File: src/rtl/multiplier_4_bit_seq_pkg.sv
// Shared definitions for the MAC datapath stages: FSM state encoding and
// operand/iteration sizing used by the multiplier, adder and accumulator.
package multiplier_4_bit_seq_pkg;

  typedef enum logic [1:0] {
    IDLE = 2'd0,
    CALC = 2'd1,
    DONE = 2'd2
  } state_t;

  localparam int NIBBLE_W   = 4;
  localparam int ITER_COUNT = 4;
  localparam int CNT_W      = $clog2(ITER_COUNT);

  localparam logic [CNT_W-1:0] LAST_ITER = CNT_W'(ITER_COUNT - 1);

endpackage

File: src/rtl/multiplier_4_bit_seq_adder_4_bit.sv
// 4-bit ripple-carry adder used by the multiplier for the partial-product
// accumulate step; each bit is a plain full-adder cell.
module adder_4_bit
  import multiplier_4_bit_seq_pkg::*;
(
  input  logic [NIBBLE_W-1:0] a,
  input  logic [NIBBLE_W-1:0] b,
  input  logic                cin,
  output logic [NIBBLE_W-1:0] sum,
  output logic                cout
);

  logic [NIBBLE_W:0] carry;

  assign carry[0] = cin;

  for (genvar i = 0; i < NIBBLE_W; i++) begin : g_fa
    assign sum[i]     = a[i] ^ b[i] ^ carry[i];
    assign carry[i+1] = (a[i] & b[i]) | (carry[i] & (a[i] ^ b[i]));
  end

  assign cout = carry[NIBBLE_W];

endmodule

File: src/rtl/multiplier_4_bit_seq.sv
// Sequential 4x4 unsigned shift-and-add multiplier with valid/ready on both
// sides; the product is held in two nibble registers until consumed.
module multiplier_4_bit_seq
  import multiplier_4_bit_seq_pkg::*;
(
  input  logic                clk,
  input  logic                rst_n,
  input  logic                in_valid,
  output logic                in_ready,
  input  logic [NIBBLE_W-1:0] multiplicand,
  input  logic [NIBBLE_W-1:0] multiplier,
  output logic                out_valid,
  input  logic                out_ready,
  output logic [NIBBLE_W-1:0] product_low,
  output logic [NIBBLE_W-1:0] product_high,
  output logic                busy
);

  state_t               state;
  logic [NIBBLE_W-1:0]  a_reg;
  logic [NIBBLE_W-1:0]  q;
  logic [NIBBLE_W-1:0]  p;
  logic [CNT_W-1:0]     cnt;

  logic [NIBBLE_W-1:0]  addend;
  logic [NIBBLE_W-1:0]  sum;
  logic                 carry;
  logic [NIBBLE_W-1:0]  p_next;
  logic [NIBBLE_W-1:0]  q_next;

  assign addend = q[0] ? a_reg : '0;

  adder_4_bit u_adder (
    .a    (p),
    .b    (addend),
    .cin  (1'b0),
    .sum  (sum),
    .cout (carry)
  );

  // The carry is shifted straight into P, so no separate C register is kept.
  assign p_next = {carry, sum[NIBBLE_W-1:1]};
  assign q_next = {sum[0], q[NIBBLE_W-1:1]};

  always_ff @(posedge clk) begin
    if (!rst_n) begin
      state        <= IDLE;
      a_reg        <= '0;
      q            <= '0;
      p            <= '0;
      cnt          <= '0;
      product_low  <= '0;
      product_high <= '0;
      in_ready     <= 1'b1;
      out_valid    <= 1'b0;
      busy         <= 1'b0;
    end else begin
      case (state)
        IDLE: begin
          if (in_valid) begin
            a_reg    <= multiplicand;
            q        <= multiplier;
            p        <= '0;
            cnt      <= '0;
            state    <= CALC;
            in_ready <= 1'b0;
            busy     <= 1'b1;
          end
        end
        CALC: begin
          p   <= p_next;
          q   <= q_next;
          cnt <= cnt + CNT_W'(1);
          if (cnt == LAST_ITER) begin
            product_high <= p_next;
            product_low  <= q_next;
            state        <= DONE;
            busy         <= 1'b0;
            out_valid    <= 1'b1;
          end
        end
        DONE: begin
          if (out_ready) begin
            state     <= IDLE;
            out_valid <= 1'b0;
            in_ready  <= 1'b1;
          end
        end
        default: begin
          state     <= IDLE;
          in_ready  <= 1'b1;
          out_valid <= 1'b0;
          busy      <= 1'b0;
        end
      endcase
    end
  end

endmodule

File: config.mk
export PLATFORM = sky130hd
export DESIGN_NAME = multiplier_4_bit_seq
export DESIGN_NICKNAME = d
export VERILOG_FILES = /design/src/rtl/multiplier_4_bit_seq_pkg.sv /design/src/rtl/multiplier_4_bit_seq_adder_4_bit.sv /design/src/rtl/multiplier_4_bit_seq.sv
export SDC_FILE = /design/constraint.sdc
export NUM_CORES = 1
export LEC_CHECK = 0
export CAP_MARGIN = 25
export CELL_PAD_IN_SITES_DETAIL_PLACEMENT = 1
export CELL_PAD_IN_SITES_GLOBAL_PLACEMENT = 2
export CORE_MARGIN = 5
export CORE_UTILIZATION = 27
export DETAILED_ROUTE_END_ITERATION = 10
export PLACE_DENSITY = 0.85
export SLEW_MARGIN = 25
export SYNTH_ARGS = -nofsm -noshare
export SYNTH_HDL_FRONTEND = slang
export SYNTH_SLANG_ARGS = --single-unit
File: constraint.sdc
create_clock -name clk -period 2.3 [get_ports clk]
set_input_delay 0.345 -clock clk [delete_from_list [all_inputs] [get_ports clk]]
set_output_delay 0.345 -clock clk [all_outputs]
set_load 0.005 [all_outputs]
## Yosys cells after proc, flatten, opt, wreduce, memory -nomap -nowiden

Cells that the tools add are included.
W data, S select, Z words.

- Register bits after elaboration: 27
- Output and inout port bits: 11
- Logic and storage cells: 66

- $add $sub $neg: 1
- Equality and inequality tests: 6
- Muxes and demuxes: 20
- Bitwise operators: 20
- Reduce and logical (&&, ||, !) cells: 9

Operators by type and width:

| kind | number |
|---|---|
| $pmux W4 S2 | 2 |
| $mux W4 | 3 |
| $reduce_and A3 Y1 | 4 |
| $pmux W1 S3 | 3 |
| $mux W2 | 4 |
| $and A1 B1 Y1 | 7 |
| $xor A1 B1 Y1 | 7 |
| $mux W1 | 6 |
| $ne A2 B2 Y1 const B | 3 |
| $pmux W2 S3 | 1 |
| $reduce_and A2 Y1 | 3 |
| $eq A2 B2 Y1 const B | 2 |
| $pmux W2 S2 | 1 |
| $not A1 Y1 | 3 |
| $or A1 B1 Y1 | 3 |
| $add A2 B1 Y2 const B | 1 |
| $eq A2 B1 Y1 const B | 1 |
| $logic_not A2 Y1 | 1 |
| $reduce_bool A2 Y1 | 1 |

## Logic depth before layout (Yosys ltp)

Gate-level depths: netlist of the first run.

- Depth after elaboration: 9
- Depth in mapped cells: 7
- Gate-level depth less buffers: 7

## Modules after synthesis

A second synthesis of the first run with hierarchy kept.

- Cell total of the unflattened synthesis: 137
- Area total of the unflattened synthesis: 1217.4 sq um

By module, submodules not included:

| module | instances | cells an instance | area an instance (sq um) |
|---|---|---|---|
| multiplier_4_bit_seq | 1 | 123 | 1099.8 |
| adder_4_bit | 1 | 14 | 117.6 |

## Worst setup path after synthesis of the first run

Ideal clock, no wire load.

- Path type: reg2reg
- From: reg q[0]
- To: reg p[2]
- Setup time: 92 ps
- Arrival: 2073 ps
- Data required time: 2208 ps
- Slack: 135 ps
- Stages on the path, launching flop included: 8
- Buffers on the path: 0
- Cells stage by stage: dfxtp_1 and2_1 ha_1 fa_1 fa_1 inv_1 fa_1 o32ai_1

- Cells in the longest elaborated chain, start to end: 8

RTL lines:

| element | line | source |
|---|---|---|
| start, declared | multiplier_4_bit_seq.sv:21 | `logic [NIBBLE_W-1:0] q;` |
| start signal, assigned | multiplier_4_bit_seq.sv:62 | `q <= multiplier;` |
| start signal, assigned | multiplier_4_bit_seq.sv:72 | `q <= q_next;` |
| $mux W4 (*) | multiplier_4_bit_seq.sv:31 | `assign addend = q[0] ? a_reg : '0;` |
| $and A1 B1 Y1 / $xor A1 B1 Y1 (equally long branches) | multiplier_4_bit_seq_adder_4_bit.sv:19 | `assign carry[i+1] = (a[i] & b[i]) \| (carry[i] & (a[i] ^ b[i]));` |
| $and A1 B1 Y1 | multiplier_4_bit_seq_adder_4_bit.sv:19 |  |
| $or A1 B1 Y1 | multiplier_4_bit_seq_adder_4_bit.sv:19 |  |
| $and A1 B1 Y1 | multiplier_4_bit_seq_adder_4_bit.sv:19 |  |
| $or A1 B1 Y1 | multiplier_4_bit_seq_adder_4_bit.sv:19 |  |
| $xor A1 B1 Y1 (*) | multiplier_4_bit_seq_adder_4_bit.sv:18 | `assign sum[i] = a[i] ^ b[i] ^ carry[i];` |
| $pmux W4 S2 (*) | multiplier_4_bit_seq.sv:58 | `case (state)` |
| end signal, assigned | multiplier_4_bit_seq.sv:71 | `p <= p_next;` |
| end, declared | multiplier_4_bit_seq.sv:22 | `logic [NIBBLE_W-1:0] p;` |

Mark *: on every way between the ends. The rest lies on a longest branch, timed or not.
A chain may end at the register's enable or synchronous reset.

## Worst setup path after layout of the first run

Same ends and word-level chain as after synthesis.

==> metrics.yaml, run 1 <==
yosysWarnings: 0
top_usage_layer: "met2"
crit_chain: "and2_1, ha_1, fa_2, fa_1, inv_1, fa_1, o32ai_1"
async_flop_share_pct: 0
critPathCapture: "p[2]"
grt_antenna_before_repair: 0
avgSynthCellArea_um2: 8.92
n_fill_cell: 503
worstPathRequired_ns: 2.49
synthTopCellsByCount: "27 x dfxtp_1, 20 x nand2_1, 11 x nor2_1"
final_antenna_net_count: 0
port_buffers: 22
multi_input_area_um2: 562
use_met3_pct: 2.77
finalSetupViolations: 0
min_path_type: "reg2reg"
post_drt_via_cell_ratio: 4.81
grt_use_total_pct: 10.3
fp.dieW_um: 75.5
drive_gt1_share_pct: 7.38
cts_buffers: 3
min_period_ns: 2.15
r2r_slack_ns: 0.15
clkSinkCount: 27
clock_latency_ns: 0.28
peakVddDrop_mv: 0.322
nets: 167
rsz0062_at_grt: "false"
synth_top_area_share_pct: 46.6
netlist_instances: 130
core_um2: 4090
yosysSeqAreaShare_pct: 46.6
final-seq-area_um2: 542
cts-htree-levels: 1
cts_tree: "done"
syn_to_final_growth_pct: 25.8
grt_pass1_wl_um: 4490
clock_skew_ns: 0.00629
critical_path_class: "reg2reg"
outcome: "finished clean"
first_pass_iters: 4
cts_root_buffer: "clkbuf_8"
cp_slowest_stage_delay_ns: 0.42
wl_per_cell_um: 13.2
ys_types: 29
ctsResizeCount: 0
grt_max_degree: 31
grt_pass1_vias: 1017
synth_edf_count: 0
setup_tns_ns: 0
overflow: 0
relSlewSlack_pct: 60.2
leakagePower_nw: 0.520
drc: 0
ys.flop_type: "dfxtp_1"
cts_setup_buffers: 0
max_freq_mhz: 466
die_y_um: 75.5
diodes: 0
start_util_pct: 28.4
clkSlewWorstSetupHoldPaths_ns: 0.09
clockBufferDepth: 2
fin_crit_sh_pct: 93.3
rr_startpoint: "q[0]"
cts_hold_buf: 0
worst_pin_slew_ns: 0.597
ioPinCount: 23
slowest_stage: "fa_1"
netlist_top_cells_area: "dfxtp_1 47%, nand2_1 6.5%, fa_1 5.2%, nand3_1 4.3%, a211oi_1 3.9%"
synth_top_cell_by_area: "dfxtp_1"
ys_ff_latch: 27
critPathMaxFanout: 5
p_per_area_nw_per_um2: 594
worst_setup_path_end_kind: "register"
cpMostUsedCell: "fa_1"
report.final.slew_viol_count: 0
grtUsageMet2_pct: 17.3
crit_path_start: "q[0]"
reg2reg_depth: 7
syn_area_um2: 1160
hold_slack_ns: 0.456
reg2reg_to: "p[2]"
vias: 958
rows: 23
worstSetupStartpointType: "register"
routabilityCongestion: 0.739
max-cap-violations: 0
drtIter0Drc: 47
met1_usage_pct: 12.7
p_total_mw: 0.866
worstPathArrival_ns: 2.34
yosysMostFrequentCell: "dfxtp_1"
hold_violations: 0
dp_hpwl_um: 1940
syn_nets: 147
routed_wl_um: 2640
dieArea_um2: 5710
## metrics by stage
stage	utilization [%]	setup slack (ns)	cell area, um^2	cells
2_1_floorplan	-	0.135	1160	130
3_3_place_gp	34.5	0.0937	1410	195
3_5_place_dp	34.5	0.0456	1410	195
4_1_cts	35.6	0.0258	1460	199
5_1_grt	35.7	0.0506	1460	199
6_report	35.7	0.154	1460	199
## critical path, delay by kind of cell (launching register included)
| kind | cells | cell delay [ns] |
|---|---|---|
| adder cells (fa/ha/maj) | 4 | 1.31 |
| flip-flops | 1 | 0.34 |
| AO/OA/AOI/OAI | 1 | 0.21 |
| AND/OR/NAND/NOR | 1 | 0.14 |
| buffers and inverters | 1 | 0.07 |
## area by class of cell
class	instances	share of cell area (%)
inverter	5	1.29
clock inverter	1	0.343
multi-input combinational	90	38.5
timing repair buffer	23	15.6
sequential	27	37.1
tap	50	4.29
clock buffer	3	2.83
## layout by cell type, fill, tap and decap left out, drive strengths merged, types with 2 or more instances in the layout
master / instances
clkbuf: 3
nand3: 10
a21oi: 3
dfxtp: 27
o22ai: 3
fa: 3
nor2: 11
inv: 5
clkdlybuf4s50: 22
nand2: 20
nor3b: 2
mux2i: 4
a211oi: 6
ha: 2
and2: 3
nand2b: 2
o32ai: 2
o21ai: 11
## power by group
group          internal (mW)  switching [mW]
Combinational         0.0464          0.0412
Sequential             0.485          0.0166
Clock                  0.122           0.155
## how the worst min path moves through the flow
| stage | start | endpoint | cells after the start |
|---|---|---|---|
| final | product_low[3] | product_low[3] | 2 |
| after global routing | a_reg[0] | a_reg[0] | 2 |
| after CTS | product_low[1] | product_low[1] | 2 |
| after detailed placement | product_low[1] | product_low[1] | 2 |
| after global placement | product_high[1] | product_high[1] | 2 |
| after floorplan | a_reg[0] | a_reg[0] | 2 |
## kinds of logic after synthesis
| logic type | synth area share (%) |
|---|---|
| AOI/OAI and AO/OA | 15.4 |
| adders and majority gates | 7.34 |
| buffers and inverters | 5.18 |
| DFF | 46.6 |
| muxes | 4.42 |
| and+or+nand+nor | 21.0 |
## metal layers
layer	share of wire, %	wire length (um)
met3	4.6	122
met5	0	0
met4	1.6	42
met1	44	1170
met2	50	1310
Power figures use the tool's default switching activity.
==> run 2: changes to the inputs <==
GPL_ROUTABILITY_DRIVEN = 0   (was unset)
==> results of run 2 <==
The final DEF is identical to that of run 1; final timing and power are the same.
==> run 3: changes to the inputs <==
SKIP_LAST_GASP = 1   (was unset)
==> results of run 3 <==
The final DEF is identical to that of run 1; final timing and power are the same.
